File: config.mk
export PLATFORM = sky130hd
export DESIGN_NAME = alu_datapath
export DESIGN_NICKNAME = d
export VERILOG_FILES = /design/src/rtl/alu_pkg.sv /design/src/rtl/alu_adder.sv /design/src/rtl/alu_datapath.sv
export SDC_FILE = /design/constraint.sdc
export NUM_CORES = 1
export LEC_CHECK = 0
export CAP_MARGIN = 20
export CORE_ASPECT_RATIO = 0.5
export CORE_MARGIN = 3
export CORE_UTILIZATION = 45
export DETAILED_ROUTE_END_ITERATION = 8
export PLACE_DENSITY = 0.8
export SLEW_MARGIN = 0
export SYNTH_ARGS = -nofsm -noshare
export SYNTH_HDL_FRONTEND = slang
export SYNTH_HIERARCHICAL = 1
export SYNTH_SLANG_ARGS = --single-unit
File: constraint.sdc
create_clock -name CLK -period 2.2 [get_ports CLK]
set_input_delay 0.44 -clock CLK [delete_from_list [all_inputs] [get_ports CLK]]
set_output_delay 0.44 -clock CLK [all_outputs]
set_load 0.005 [all_outputs]
File: src/rtl/alu_pkg.sv
// Shared ALU definitions: datapath width, operation encodings and control-word bit indices.
package alu_pkg;

  localparam int ALU_WIDTH = 8;

  typedef enum logic [1:0] {
    OP_ADD = 2'b00,
    OP_SUB = 2'b01,
    OP_MUL = 2'b10,
    OP_DIV = 2'b11
  } alu_op_e;

  // Bit positions of each control in the control word emitted by ALU_CU
  localparam int CTL_C0      = 0;
  localparam int CTL_C0_PRIM = 1;
  localparam int CTL_C1      = 2;
  localparam int CTL_C2      = 3;
  localparam int CTL_C3      = 4;
  localparam int CTL_C4      = 5;
  localparam int CTL_CR      = 6;
  localparam int CTL_CL      = 7;
  localparam int CTL_C5      = 8;
  localparam int CTL_C7_5    = 9;
  localparam int CTL_C6      = 10;
  localparam int CTL_C7      = 11;
  localparam int CTL_C8      = 12;
  localparam int CTL_NUM     = 13;

endpackage

File: src/rtl/alu_adder.sv
// Combinational WIDTH-bit adder/subtractor with two's-complement signed-overflow flag.
module alu_adder #(
  parameter int WIDTH = 8
) (
  input  logic [WIDTH-1:0] a,
  input  logic [WIDTH-1:0] b,
  input  logic             sub,
  output logic [WIDTH-1:0] sum,
  output logic             ovf
);

  logic [WIDTH-1:0] b_eff;

  assign b_eff = sub ? ~b : b;
  assign sum   = a + b_eff + {{(WIDTH-1){1'b0}}, sub};
  // Overflow judged against the inverted operand so subtraction shares the add rule
  assign ovf   = (a[WIDTH-1] == b_eff[WIDTH-1]) && (sum[WIDTH-1] != a[WIDTH-1]);

endmodule

File: src/rtl/alu_datapath.sv
// A/Q/M/Q_1/COUNT register datapath for add, sub, Booth multiply and divide; controls act on the sampling edge.
// Define ALU_OVF_EN to keep a signed-overflow flag for c2/c3; otherwise OVF is tied low.
module alu_datapath
  import alu_pkg::*;
#(
  parameter int WIDTH = ALU_WIDTH
) (
  input  logic             CLK,
  input  logic             RST,
  input  logic [WIDTH-1:0] INBUS,
  input  logic             c0,
  input  logic             c0_prim,
  input  logic             c1,
  input  logic             c2,
  input  logic             c3,
  input  logic             c4,
  input  logic             cR,
  input  logic             cL,
  input  logic             c5,
  input  logic             c7_5,
  input  logic             c6,
  input  logic             c7,
  input  logic             c8,
  output logic             CNT7,
  output logic             Q0,
  output logic             Q_1,
  output logic             A7,
  output logic [WIDTH-1:0] OUTBUS,
  output logic             DONE,
  output logic             OVF
);

  localparam int CW = $clog2(WIDTH);
  localparam logic [CW-1:0] CNT_MAX = CW'(WIDTH - 1);

  logic [WIDTH-1:0] a_q;
  logic [WIDTH-1:0] q_q;
  logic [WIDTH-1:0] m_q;
  logic             q1_q;
  logic [CW-1:0]    cnt_q;
  logic [WIDTH-1:0] sum;
  logic             sum_ovf;

  // c2 outranks c3, so subtract only when c3 is alone; c7_5 always adds
  alu_adder #(.WIDTH(WIDTH)) u_adder (
    .a   (a_q),
    .b   (m_q),
    .sub (c3 & ~c2),
    .sum (sum),
    .ovf (sum_ovf)
  );

  always_ff @(posedge CLK) begin
    if (RST) begin
      a_q    <= '0;
      q_q    <= '0;
      m_q    <= '0;
      q1_q   <= 1'b0;
      cnt_q  <= '0;
      OUTBUS <= '0;
      DONE   <= 1'b0;
    end else begin
      if (c0)           a_q <= '0;
      else if (c0_prim) a_q <= INBUS;
      else if (c2 | c3) a_q <= sum;
      else if (c7_5) begin
        if (a_q[WIDTH-1]) a_q <= sum;
      end
      else if (cR)      a_q <= {a_q[WIDTH-1], a_q[WIDTH-1:1]};
      else if (cL)      a_q <= {a_q[WIDTH-2:0], q_q[WIDTH-1]};

      // Shifts read the pre-edge A, so a same-cycle A write does not leak into Q
      if (c1)      q_q <= INBUS;
      else if (cR) q_q <= {a_q[0], q_q[WIDTH-1:1]};
      else if (cL) q_q <= {q_q[WIDTH-2:0], c5};
      else if (c5) q_q[0] <= 1'b1;

      if (c0) m_q <= INBUS;

      if (c0)      q1_q <= 1'b0;
      else if (cR) q1_q <= q_q[0];

      if (c0)      cnt_q <= '0;
      else if (c4) cnt_q <= (cnt_q == CNT_MAX) ? '0 : cnt_q + 1'b1;

      if (c6)      OUTBUS <= a_q;
      else if (c7) OUTBUS <= q_q;

      if (c8)      DONE <= 1'b1;
      else if (c0) DONE <= 1'b0;
    end
  end

`ifdef ALU_OVF_EN
  logic ovf_q;

  always_ff @(posedge CLK) begin
    if (RST)          ovf_q <= 1'b0;
    else if (c0)      ovf_q <= 1'b0;
    else if (c2 | c3) ovf_q <= sum_ovf;
  end

  assign OVF = ovf_q;
`else
  logic unused_ovf;
  assign unused_ovf = sum_ovf;
  assign OVF        = 1'b0;
`endif

  assign CNT7 = (cnt_q == CNT_MAX);
  assign Q0   = q_q[0];
  assign Q_1  = q1_q;
  assign A7   = a_q[WIDTH-1];

endmodule

---- After elaboration in Yosys (flattened, before gate mapping) ----
Cells that the tools add are included.
Widths: inputs -> output; s select.
cells by class
  $add $sub $neg .......................... 3
  equality and inequality tests ........... 3
  mux-type cells .......................... 17
  bitwise gates (word level) .............. 4
  reductions and logical operators ........ 9
operator list
  cell                 number
  $mux 8               11
  $add 8x1->8          1
  $add 8x8->8          1
  $ne 4x2->1 const B   2
  $not 8->8            1
  $reduce_bool 4->1    2
  $mux 7               1
  $reduce_bool 5->1    1
  $mux 1               4
  $reduce_and 2->1     2
  $reduce_bool 2->1    2
  $add 3x1->3 const B  1
  $eq 3x3->1 const B   1
  $mux 3               1
  $reduce_bool 3->1    1
  $reduce_or 2->1      1
  $and 1x1->1          1
  $not 1->1            1
  $or 1x1->1           1
storage, ports and cells
  bits in registers ....................... 37
  input port bits ......................... 23
  output and inout port bits .............. 14
  word-level logic and storage cells ...... 45

---- Depth between registers and ports, before layout ----
Gate-level depths: netlist (run 1).
  depth after elaboration ................. 9
  mapped depth ............................ 11
  mapped depth without buffers ............ 10

---- By module ----
Netlist (run 1), hierarchy kept.
by module, submodules not included
  module        instances  cells each  area an instance (sq um)  seq. area each (sq um)
  alu_datapath  1          208         1918.1                    740.7
  alu_adder     1          49          410.4                     0.0

---- Least setup slack after synthesis (run 1) ----
No wires, ideal clock.
  path kind ............................... input -> register
  start ................................... input c3
  end ..................................... register a_q[6]
  setup time .............................. 91 ps
  data arrival time ....................... 2325 ps
  slack ................................... -216 ps
  stages on the path ...................... 10
  buffers on the path ..................... 1
  cells stage by stage .................... nor2b_1 buf_6 xor2_1 ha_1 nor2b_4 o31a_1 or4_1 nand3_1 a31oi_1 a311oi_1
on the way
  cells in the longest elaborated chain, start to end .. 8
  elaborated cells on any way between the ends .. 12
  classes of those cells .................. add/sub: 2; eq/ne: 1; mux: 5; bitwise: 2; reduce/logical: 2
RTL lines
  element               RTL line            RTL
  from (decl)           alu_datapath.sv:15  input logic c3,
  $and 1x1->1 (*)       alu_datapath.sv:48  .sub (c3 & ~c2),
  $mux 8                alu_adder.sv:14     assign b_eff = sub ? ~b : b;
  $add 8x8->8           alu_adder.sv:15     assign sum = a + b_eff + {{(WIDTH-1){1'b0}}, sub};
  $add 8x1->8 (*)       alu_adder.sv:15
  via sum[6]            alu_datapath.sv:41  logic [WIDTH-1:0] sum;
  $mux 8                alu_datapath.sv:67  if (a_q[WIDTH-1]) a_q <= sum;
  $mux 8                alu_datapath.sv:66  else if (c7_5) begin
  $mux 8 (*)            alu_datapath.sv:65  else if (c2 | c3) a_q <= sum;
  $mux 8 (*)            alu_datapath.sv:64  else if (c0_prim) a_q <= INBUS;
  to (signal assigned)  alu_datapath.sv:65
  to (signal assigned)  alu_datapath.sv:67
  to (signal assigned)  alu_datapath.sv:69  else if (cR) a_q <= {a_q[WIDTH-1], a_q[WIDTH-1:1]};
  to (decl)             alu_datapath.sv:36  logic [WIDTH-1:0] a_q;
The timed path passes the listed nets; every way through them passes the cells marked *. The select of a mux whose other input is x is not followed.
A chain may end at the register's enable or synchronous reset.

---- Worst setup path after layout (run 1) ----
  start ................................... input c3
  end ..................................... register a_q[7]
The elaborated chain is that of the path after synthesis.

==> impl_metrics.env, run 1 <==
export IMPL_outcome="finished with violations"
export IMPL_violations="setup timing"
export IMPL_htreeDepth=2
export IMPL_overflow=0
export IMPL_holdWs_ns=0.501
export IMPL_seq_power_share_pct=38.3
export IMPL_ant_nets=0
export IMPL_cts_sinks=37
export IMPL_p_switching_uw=527
export IMPL_critPathKind="primary input to register"
export IMPL_path_max_fanout=5
export IMPL_rows=17
export IMPL_wl_um=6520
export IMPL_fp_dieW_um=108
export IMPL_clock_latency_ns=0.29
export IMPL_clkPwrFrac_pct=37.5
export IMPL_cts_buffers=5
export IMPL_first_pass_iters=5
export IMPL_final_setup_viol_count=3
export IMPL_min_path_cells=2
export IMPL_final_common_cell="dfxtp_1"
export IMPL_dp_worst_setup_slack_ns=-0.771
export IMPL_grt_busiest_layer="met2"
export IMPL_design_area_sq_um=3140
export IMPL_grt_max_degree=27
export IMPL_fmax_mhz=436
export IMPL_post_drt_wl_per_cell_um=17.2
export IMPL_hold_violations=0
export IMPL_syn_inst=256
export IMPL_drive_gt1_share_pct=24.3
export IMPL_n_fill_cell=339
export IMPL_drv_slew=0
export IMPL_clk_path_buf_depth=2
export IMPL_core_area_sq_um=4680
export IMPL_r2r_start="m_q[2]$_SDFFE_PP0P_"
export IMPL_grtUsageMet2_pct=32.2
export IMPL_met3_usage_pct=5.28
export IMPL_layout_nets=344
export IMPL_drtIter0Drc=191
export IMPL_power_density_nw_per_um2=615
export IMPL_final_setup_skew_ns=0.00497
export IMPL_cp_required_ns=2.40
export IMPL_fin_crit_ns=2.30
export IMPL_num_antenna_cells=0
export IMPL_max_vdd_ir_drop_mv=0.334
export IMPL_start_util_pct=49.5
export IMPL_rr_worst_depth=9
export IMPL_antenna_found_initial=0
export IMPL_final_cell_mix="37 x dfxtp_1, 33 x clkdlybuf4s50_1, 30 x buf_4"
export IMPL_num_vias=2220
export IMPL_whs_endpoint="DONE$_SDFFE_PP0P_"
export IMPL_grtUsageMet1_pct=27.2
export IMPL_r2r_slack_ns=-0.02
export IMPL_p_leak_nw=1.30
export IMPL_root_buffer="clkbuf_8"
export IMPL_min_from="DONE$_SDFFE_PP0P_"
export IMPL_grt_first_pass_wirelength_um=10000
export IMPL_dpl_hpwl_um=4500
export IMPL_viasPerCell=5.86
export IMPL_drc_errors=0
export IMPL_avgSynthCellArea_sq_um=9.06
export IMPL_worstReg2RegEnd="a_q[7]$_SDFFE_PP0P_"
export IMPL_hold_class="register to register"
export IMPL_cp_start_kind="primary input"
export IMPL_dieArea_sq_um=6100
export IMPL_endpoint_kind="register"
export IMPL_grtUsageTotal_pct=20.5
export IMPL_p_comb_share_pct=24.1
export IMPL_timing_final_crit_share_pct=104
export IMPL_internal_power_mw=1.40
export IMPL_syn_cell_area_sq_um=2320
export IMPL_syn2layout_area_growth_pct=35.4
export IMPL_postCtsHoldBufs=0
export IMPL_max_cap_violations=0
export IMPL_boundaryPins=37
export IMPL_synthesis_nets=288
export IMPL_rsz0062_at_grt="true"
export IMPL_crit_arrival_ns=2.49
export IMPL_gp_congestion=0.936
export IMPL_setup_slack_ns=-0.0958
export IMPL_io_buffers=35
export IMPL_synth_warnings=6
export IMPL_die_h_um=56.8
export IMPL_cts_tree="done"
export IMPL_clk_pin_slew_ns=0.08
export IMPL_first_global_vias=2061
export IMPL_p_sw_share_pct=27.3
export IMPL_place_area_sq_um=2830
[layer usage]
metal  share of wire [%]  routed length (um)  vias up
li1                    -                   -     1042
met4                 3.5                 227        0
met5                   0                   0        -
met1                  44                2860     1050
met3                 7.3                 473       28
met2                  45                2960      100
[registers in the layout, indices dropped and copies added (netlist names)]
name / cells
DONE: 1
OUTBUS: 8
Q_1: 1
a_q: 8
cnt_q: 3
m_q: 8
q_q: 8
[worst max path at each step]
stage | from | endpoint
6_report | c3 | a_q[7]$_SDFFE_PP0P_
5_1_grt | c3 | a_q[7]$_SDFFE_PP0P_
4_1_cts | c3 | a_q[6]$_SDFFE_PP0P_
3_5_place_dp | c3 | a_q[6]$_SDFFE_PP0P_
3_3_place_gp | c3 | a_q[6]$_SDFFE_PP0P_
2_1_floorplan | c3 | a_q[6]$_SDFFE_PP0P_
[worst max-delay path: stages]
cell and delay [ns]:
buf_6 0.07, nor2b_4 0.21, xor2_1 0.18, ha_1 0.29
buf_6 0.15, a21oi_4 0.17, o221ai_4 0.14, a31oi_4 0.25
xor2_2 0.18, a32oi_1 0.13, a221oi_1 0.28
[through the flow]
stage	cells	total power, mW	util [%]	TNS (ns)
6_report	379	1.93	67.1	-0.271
5_1_grt	379	2.01	67.1	-0.793
4_1_cts	372	1.88	64.4	-0.204
3_5_place_dp	360	1.15	60.5	-3.88
3_3_place_gp	360	1.13	60.5	-3.28
2_1_floorplan	256	0.994	-	-0.236
[area by class of cell]
class	count	area, sq um	area share (%)
clock buffer	5	68.8	2.19
multi-input combinational	192	1530	48.8
timing repair buffer	68	616	19.6
tap	66	82.6	2.63
inverter	8	30.0	0.957
sequential	37	741	23.6
clock inverter	3	68.8	2.19
[power groups by stage]
stage	Combinational [mW]	Clock [mW]	Sequential [mW]
after floorplan	0.250	0	0.744
after global placement	0.381	0	0.752
after detailed placement	0.395	0	0.753
after CTS	0.410	0.728	0.737
after global routing	0.503	0.760	0.743
final	0.466	0.725	0.740
[timing repair]
action                                  in CTS  in global routing
pin swaps                                   10                 14
endpoints found under the setup margin       6                  4
resized for setup                           13                 12
setup buffers                                4                  7
(Power assumes the default switching activity.)
==> run 2, diff against run 1 <==
- CAP_MARGIN: 20 -> unset
==> results of run 2 <==
No change in the layout: final DEF, timing and power equal those of run 1.
==> run 3, diff against run 2 <==
- PLACE_DENSITY: 0.8 -> unset
- PLACE_DENSITY_LB_ADDON: unset -> 0.05
- SLEW_MARGIN: 0 -> unset
==> run 3 against run 2 <==
Compared with the run above:
- the run still ends with setup timing left
- clock skew increased by 0.0073 ns
- combinational power decreased by 4%
- die area unchanged
- register-to-register slack got worse by 0.06 ns
- core utilization decreased by 1.9 points
- clock-buffer cell count increased by 2
- cell area decreased by 2.8%
- clock power decreased by 13%
- sequential power about the same
- via count decreased by 3.4%
- flip-flop and latch count unchanged
==> impl_metrics.env, run 3 (synthesized netlist as in run 1, its figures left out) <==
export IMPL_clk_pin_slew_ns=0.08
export IMPL_final_common_cell="dfxtp_1"
export IMPL_rows=17
export IMPL_min_path_cells=2
export IMPL_die_h_um=56.8
export IMPL_max_cap_violations=0
export IMPL_endpoint_kind="register"
export IMPL_final_setup_viol_count=3
export IMPL_num_antenna_cells=0
export IMPL_clock_latency_ns=0.30
export IMPL_setup_slack_ns=-0.114
export IMPL_violations="setup timing"
export IMPL_ant_nets=0
export IMPL_cts_tree="done"
export IMPL_core_area_sq_um=4680
export IMPL_start_util_pct=49.5
export IMPL_critPathKind="primary input to register"
export IMPL_power_density_nw_per_um2=597
export IMPL_outcome="finished with violations"
export IMPL_boundaryPins=37
export IMPL_clk_path_buf_depth=2
export IMPL_syn2layout_area_growth_pct=31.6
export IMPL_cp_required_ns=2.41
export IMPL_setup_tns_final_ns=-0.259
export IMPL_path_max_fanout=5
export IMPL_r2r_start="m_q[0]$_SDFFE_PP0P_"
export IMPL_grtUsageTotal_pct=22.6
export IMPL_gp_congestion=0.877
export IMPL_antenna_found_initial=0
export IMPL_dpl_hpwl_um=4820
export IMPL_dieArea_sq_um=6100
export IMPL_p_leak_nw=1.28
export IMPL_drc_errors=0
export IMPL_hold_violations=0
export IMPL_drive_gt1_share_pct=22.8
export IMPL_dp_cells=363
export IMPL_post_drt_wl_per_cell_um=17.4
export IMPL_cp_start_kind="primary input"
export IMPL_min_from="cnt_q[2]$_SDFFE_PP0P_"
export IMPL_hold_class="register to register"
export IMPL_fp_dieW_um=108
export IMPL_first_global_vias=2109
export IMPL_layout_nets=342
export IMPL_grt_first_pass_wirelength_um=10700
export IMPL_root_buffer="clkbuf_8"
export IMPL_viasPerCell=5.69
export IMPL_max_vdd_ir_drop_mv=0.327
export IMPL_drtIter0Drc=123
export IMPL_wl_um=6570
export IMPL_rr_worst_depth=8
export IMPL_cts_buffers=5
export IMPL_power_mw=1.82
export IMPL_whs_endpoint="cnt_q[2]$_SDFFE_PP0P_"
export IMPL_holdWs_ns=0.512
export IMPL_r2r_slack_ns=-0.08
export IMPL_cts_sinks=37
export IMPL_postCtsHoldBufs=0
export IMPL_crit_arrival_ns=2.53
export IMPL_grt_max_degree=27
export IMPL_io_buffers=35
export IMPL_worstReg2RegEnd="a_q[6]$_SDFFE_PP0P_"
export IMPL_overflow=0
export IMPL_num_vias=2145
export IMPL_place_area_sq_um=2850
export IMPL_fmax_mhz=432
export IMPL_fin_crit_ns=2.31
export IMPL_first_pass_iters=5
export IMPL_final_cell_mix="36 x dfxtp_1, 33 x clkdlybuf4s50_1, 29 x buf_4"
export IMPL_design_area_sq_um=3050
export IMPL_final_setup_skew_ns=0.0123
export IMPL_drv_slew=0
export IMPL_stdcell_count=377
export IMPL_htreeDepth=2
export IMPL_timing_final_crit_share_pct=105
export IMPL_rsz0062_at_grt="true"
## run 3: cell types whose count changed in the layout (fill, tap and decap cells not counted), sizes merged
cell / previous run / this run
inv: 9 / 8
bufinv: 2 / 1
buf: 35 / 33
clkbuf: 5 / 7
## run 3: metal layers
layer	GRT usage [%]	vias to the layer above	share of wire [%]
li1	-	1032	-
met1	32.1	1033	48
met2	34.1	71	43
met3	7.23	9	7.6
met4	3.24	0	1.0
met5	0	-	0
## run 3: worst max path at each step
stage	startpoint	end	slack, ns
6_report	c3	a_q[6]$_SDFFE_PP0P_	-0.11
5_1_grt	c3	a_q[6]$_SDFFE_PP0P_	-0.19
4_1_cts	c3	a_q[6]$_SDFFE_PP0P_	-0.12
3_5_place_dp	c3	a_q[7]$_SDFFE_PP0P_	-0.77
3_3_place_gp	c3	a_q[6]$_SDFFE_PP0P_	-0.68
2_1_floorplan	c3	a_q[6]$_SDFFE_PP0P_	-0.19
## run 3: what timing repair did
| item | in CTS | in global routing |
|---|---|---|
| resized for setup | 14 | 3 |
| buffers inserted | 5 | 1 |
| gates cloned | 0 | 0 |
| pin swaps | 9 | 11 |
| setup endpoints to repair | 6 | 4 |
## run 3: worst max-delay path, cell delays in order
cell      delay, ns
buf_6          0.09
nor2b_4        0.15
buf_4          0.16
mux2i_4        0.18
fa_2           0.27
nor2b_4        0.04
o31a_1         0.25
or4_1          0.53
nand3_1        0.11
a31oi_1        0.09
a311oi_1       0.22
## run 3: area by class of cell
type | count | area, sq um
Fill cell | 414 | 1630
Multi-Input combinational cell | 192 | 1490
Sequential cell | 37 | 742
Timing Repair Buffer | 66 | 593
Clock buffer | 7 | 86.3
Tap cell | 66 | 82.6
Clock inverter | 1 | 30.0
Inverter | 8 | 30.0
## run 3: report_power, final
group          total [mW]  switching, mW  internal [mW]
Clock               0.630          0.260          0.370
Combinational       0.449          0.213          0.237
Sequential          0.742         0.0376          0.704
## run 3: through the flow
step / setup slack [ns] / utilization, %
global route: -0.190 / 65.2
finish: -0.114 / 65.2
CTS: -0.123 / 64.7
global placement: -0.682 / 60.9
detailed placement: -0.767 / 60.9
floorplan: -0.193 / -
==> RTL change 1, RTL diff (flow settings as in run 1) <==
Add an input register stage for `c7_5`; this delays it by one clock. The other inputs are not delayed to match.
--- a/src/rtl/alu_datapath.sv
+++ b/src/rtl/alu_datapath.sv
@@ -33,6 +33,12 @@
   localparam int CW = $clog2(WIDTH);
   localparam logic [CW-1:0] CNT_MAX = CW'(WIDTH - 1);
 
+  logic c7_5_q;
+
+  always_ff @(posedge CLK) begin
+    c7_5_q <= c7_5;
+  end
+
   logic [WIDTH-1:0] a_q;
   logic [WIDTH-1:0] q_q;
   logic [WIDTH-1:0] m_q;
@@ -63,7 +69,7 @@
       if (c0)           a_q <= '0;
       else if (c0_prim) a_q <= INBUS;
       else if (c2 | c3) a_q <= sum;
-      else if (c7_5) begin
+      else if (c7_5_q) begin
         if (a_q[WIDTH-1]) a_q <= sum;
       end
       else if (cR)      a_q <= {a_q[WIDTH-1], a_q[WIDTH-1:1]};
Check against the original RTL: not equivalent (a bounded check fails within 4 cycles, from zero or initial values and one cycle with RST high).
==> RTL change 1 against run 1 <==
Wire length shrank 3.4%. Clock skew grew 0.0046 ns. Worst setup slack lost 0.0042 ns. Largest cell class unchanged. The run still ends with setup timing left. Design area shrank 1.8%. Total power shrank 5.3%. Largest power group unchanged. Synthesized area grew 0.86%. Non-clock buffer count shrank 3. Register-to-register slack lost 0.04 ns. Sequential cell count grew 1. Critical endpoint is now a_q[6].
==> RTL change 1: results (changes against run 1) <==
Cells and area
  – Ratio of cells with drive above 1 in the final layout: 23.2% (-1.1 points)
  – Fill cell count: 381 (+12%)
  – Total number of nets in the final design: 342 (-0.58%)
  – Number of diodes: 0 (unchanged)

Drt
  – Router iterations before antenna repair: 5 (unchanged)
  – Metal3 WL: 365 µm (-23%)
  – Amount of wire on met2 after detailed routing: 2970 µm (+0.27%)
  – Routed length on met1: 2830 µm (-1.1%)
  – Top routing layer used: met4
  – Routed length per instance: 16.7 µm (-2.9%)
  – DRC violation total after the first TritonRoute iteration: 154 (-19%)
  – DRT Wirelength: 6300 µm (-3.4%)
  – Number of vias per cell after detailed routing: 5.71 (-2.6%)

Placed design
  – IO Port Bufs: 35 (unchanged)
  – Global placer's final weighted congestion: 0.870 (-7.1%)
  – Placement Setup Slack: -0.841 ns (-0.0698 ns)
  – HPWL after DPL: 4610 µm (+2.5%)
  – Placed Cells incl. Taps: 364 (+1.1%)

Outcome
  – Result of the run: complete, but fails checks
  – Violated checks: setup timing

STA
  – Final hold violations: 0 (unchanged)
  – Setup Skew: 0.00961 ns (+0.00464 ns)
  – Tightest slew margin relative to the limit: 41.5%
  – # setup viols final: 2 (-1)
  – Final setup margin: -0.100 ns (-0.00417 ns)
  – Hold WS: 0.495 ns (-0.00579 ns)

Global routing
  – Pin count of the biggest net entering global routing: 26 (-3.7%)
  – Vias in the first global route: 1937 (-6.0%)
  – Total GRT Usage: 20.5% (+0.025 points)
  – Antenna violations before repair: 0 (unchanged)
  – Global-route wire length before repair: 9900 µm (-1.0%)

Worst hold path
  – Endpoint, Worst Hold: DONE
  – Hold crit path type: flop to flop
  – Worst hold path depth: 2 (unchanged)

Synthesis
  – Total nets after synthesis: 289 (+0.35%)
  – YS warnings: 6 (unchanged)
  – Post-Syn Area per Cell: 9.10 µm² (+0.47%)

Worst setup path
  – Critical path's slowest cell: or4_4
  – Data arrival time of the critical path: 2.49 ns (about the same)
  – Setup slack of the most critical reg-to-reg path: -0.06 ns (-0.04 ns)
  – CP max stage delay: 0.43 ns (+0.14 ns)
  – RR Startpoint: m_q[0]
  – Maximum fanout encountered on the critical timing path: 6 (+1)
  – Reg2Reg Capture Point: a_q[6]
  – Count of cells along the worst register-to-register path: 8 (-1)

Clock tree
  – Insertion delay to the later sink of the worst-skew pair: 0.31 ns (+0.02 ns)
  – Clock-pin slew of the registers on the worst-case setup and hold paths: 0.08 ns (about the same)
  – Longest Clk Path Bufs: 2 (unchanged)
  – Number of H-tree levels: 2 (unchanged)
  – Root buffer cell: clkbuf_8
  – Clock buffer count from CTS: 5 (unchanged)

Pwr
  – Max IR drop VDD: 0.000357 V (+7.0%)
  – Pleak: 1.28 nW (-1.8%)
==> RTL change 1: cell count changes in the layout (fill, tap and decap cells not counted), moves of 2 or more <==
cell | before | now
buf_4 | 30 | 27
clkinvlp_4 | 0 | 2
xor2_1 | 9 | 11
xor2_2 | 2 | 0
==> RTL change 1: where the power goes <==
part           internal [W]  switching [W]
clock              0.000337       0.000279
sequential         0.000723      0.0000378
combinational      0.000239       0.000211
total               0.00130       0.000528
==> RTL change 1: how the worst max path moves through the flow <==
stage,slack (ns),start,endpoint,cells past startpoint
2_1_floorplan,-0.19,c3,a_q[6],10
3_3_place_gp,-0.67,c3,a_q[6],10
3_5_place_dp,-0.84,c3,a_q[6],10
4_1_cts,-0.26,c2,a_q[6],10
5_1_grt,-0.16,c2,a_q[6],13
6_report,-0.1,c3,a_q[6],11
==> RTL change 1: worst max-delay path: cells and delay by family <==
family	cells	cell delay, ns
AOI/OAI and AO/OA	4	0.64
buffers and inverters	2	0.22
and+or+nand+nor	3	0.75
xor gates and xnor gates	1	0.14
adders and majority gates	1	0.31
==> RTL change 1: per-layer routing <==
layer,global-route usage [%],up-vias
li1,-,1040
met1,27.4,1033
met2,32.7,65
met3,4.41,13
met4,8.45,0
met5,0,-
==> RTL change 1: final cells by class <==
type | instances | share of cell area (%)
Multi-Input combinational cell | 192 | 48.7
Sequential cell | 38 | 24.7
Timing Repair Buffer | 65 | 19.2
Tap cell | 66 | 2.68
Clock buffer | 5 | 2.23
Clock inverter | 3 | 1.46
Inverter | 8 | 0.974
==> RTL change 1: timing repair <==
| action | CTS | global route |
|---|---|---|
| hold buffers | 0 | 0 |
| resized for setup | 16 | 7 |
| setup buffers | 3 | 2 |
| setup endpoints to repair | 6 | 5 |
| pin swaps | 9 | 11 |
==> RTL change 1: through the flow <==
step	setup TNS, ns	area (µm²)
6_report	-0.148	3080
5_1_grt	-0.478	3080
4_1_cts	-0.357	3040
3_5_place_dp	-4.01	2870
3_3_place_gp	-3.64	2870
2_1_floorplan	-0.236	2350
==> RTL change 2, RTL diff (config.mk and constraints of run 1) <==
Without the edit above. The package constant `ALU_WIDTH` goes from 8 to 4.
--- a/src/rtl/alu_pkg.sv
+++ b/src/rtl/alu_pkg.sv
@@ -1,7 +1,7 @@
 // Shared ALU definitions: datapath width, operation encodings and control-word bit indices.
 package alu_pkg;
 
-  localparam int ALU_WIDTH = 8;
+  localparam int ALU_WIDTH = 4;
 
   typedef enum logic [1:0] {
     OP_ADD = 2'b00,
Ports: changed (resized INBUS and OUTBUS); port bits go from 37 to 29. The function was not compared with the original's and may differ.
==> RTL change 2 against run 1 <==
Sequential cell count fell by 17. Total power fell by 50%. Synthesized cell count down 48%. Combinational power fell by 59%. First-iteration DRC count is 85% lower. Clock power is 49% lower. Design area fell by 51%. Synthesized area shrank 51%. Wire length fell by 56%. Worst setup slack better by 0.18 ns. Critical endpoint is now a_q[3]. Highest routed layer unchanged.
==> RTL change 2: results (changes against run 1) <==
Cells and area
  – Fill cell count: 180 (-47%)
  – Total number of nets in the final design: 187 (-46%)
  – Number of diodes: 0 (unchanged)
  – Ratio of cells with drive above 1 in the final layout: 11.0% (-13 points)

Placed design
  – Global placer's final weighted congestion: 0.976 (+4.3%)
  – IO Port Bufs: 27 (-23%)
  – HPWL after DPL: 2060 µm (-54%)
  – Placed cell areas: 0.00146 mm² (-48%)

Worst setup path
  – Data arrival time of the critical path: 2.31 ns (-0.18 ns)
  – Maximum fanout encountered on the critical timing path: 4 (-1)

Outcome
  – Result of the run: finished, final reports clean

Clock tree
  – Root buffer cell: clkbuf_8
  – Insertion delay to the later sink of the worst-skew pair: 0.26 ns (-0.03 ns)
  – Number of H-tree levels: 1 (-1)
  – Clock buffer count from CTS: 3 (-2)
  – Clock-pin slew of the registers on the worst-case setup and hold paths: 0.08 ns (about the same)
  – Longest Clk Path Bufs: 2 (unchanged)

Drt
  – Total number of vias: 1065 (-52%)
  – Router iterations before antenna repair: 5 (unchanged)
  – DRC violation total after the first TritonRoute iteration: 28 (-85%)
  – Routed length per instance: 14.3 µm (-17%)

Global routing
  – Vias in the first global route: 945 (-54%)
  – Antenna violations before repair: 0 (unchanged)
  – Global-route wire length before repair: 4710 µm (-53%)
  – Total GRT Usage: 18.5% (-2.0 points)
  – Pin count of the biggest net entering global routing: 14 (-48%)

Pwr
  – Pleak: 0.662 nW (-49%)
  – Max IR drop VDD: 0.000366 V (+9.6%)
  – Switching power summed over all nets: 0.000235 W (-55%)

Worst hold path
  – Hold crit path type: flop to flop

STA
  – Setup Skew: 0.00152 ns (-0.00345 ns)

Synthesis
  – YS warnings: 6 (unchanged)
  – Total nets after synthesis: 156 (-46%)
## RTL change 2: per-layer routing
metal	part of all wire [%]	vias up	GRT usage [%]	wire, µm
met1	51	511	26.7	1440
met5	0	-	0	0
met4	0.74	0	4.61	21
li1	-	526	-	-
met3	3.2	2	3.90	90
met2	45	26	28.4	1290
## RTL change 2: path summary, 6_finish.rpt
check	slack, ns	start	cells past startpoint	endpoint
hold reg to reg	0.52	cnt_q[1]	2	cnt_q[1]
hold / removal	0.52	cnt_q[1]	2	cnt_q[1]
setup reg to reg	0.33	m_q[2]	9	a_q[3]
setup / recovery	0.08	c2	11	a_q[3]
## RTL change 2: final cells by class
cell class	count	share of cell area [%]
repair buffers	36	21.7
multi-input cells	99	44.0
clock buffers	3	2.67
flip-flops and latches	20	25.9
inverters	4	0.971
clock inverters	1	1.94
well taps	35	2.83
## RTL change 2: power by group through the flow
stage	sequential [W]	combinational, W	clock [W]
final	0.000402	0.000192	0.000372
after detailed placement	0.000410	0.000183	0
after floorplan	0.000403	0.000106	0
after global routing	0.000404	0.000208	0.000392
after CTS	0.000401	0.000189	0.000376
after global placement	0.000409	0.000179	0
## RTL change 2: timing repair
item | in CTS | in global routing
hold endpoints to repair | 0 | 0
resized for setup | 5 | 0
endpoints found under the setup margin | 3 | 0
buffers inserted | 1 | 0
## RTL change 2: critical path: stages
cell and delay (ns):
dlygate4sd2_1 0.27, nor2b_4 0.16, xor2_1 0.18, ha_1 0.27, a21o_1 0.16, a31o_1 0.19, xnor2_1 0.15, inv_1 0.06
o22ai_1 0.16, o311ai_1 0.12, a21oi_1 0.15
## RTL change 2: stage by stage
stage	std cells	setup slack (ns)	util (%)	setup TNS, ns
after CTS	198	0.110	67.3	0
final	198	0.0838	67.3	0
after detailed placement	193	-0.523	63.7	-1.25
after floorplan	133	0.0538	-	0
after global routing	198	0.0192	67.3	0
after global placement	193	-0.436	63.7	-1.07
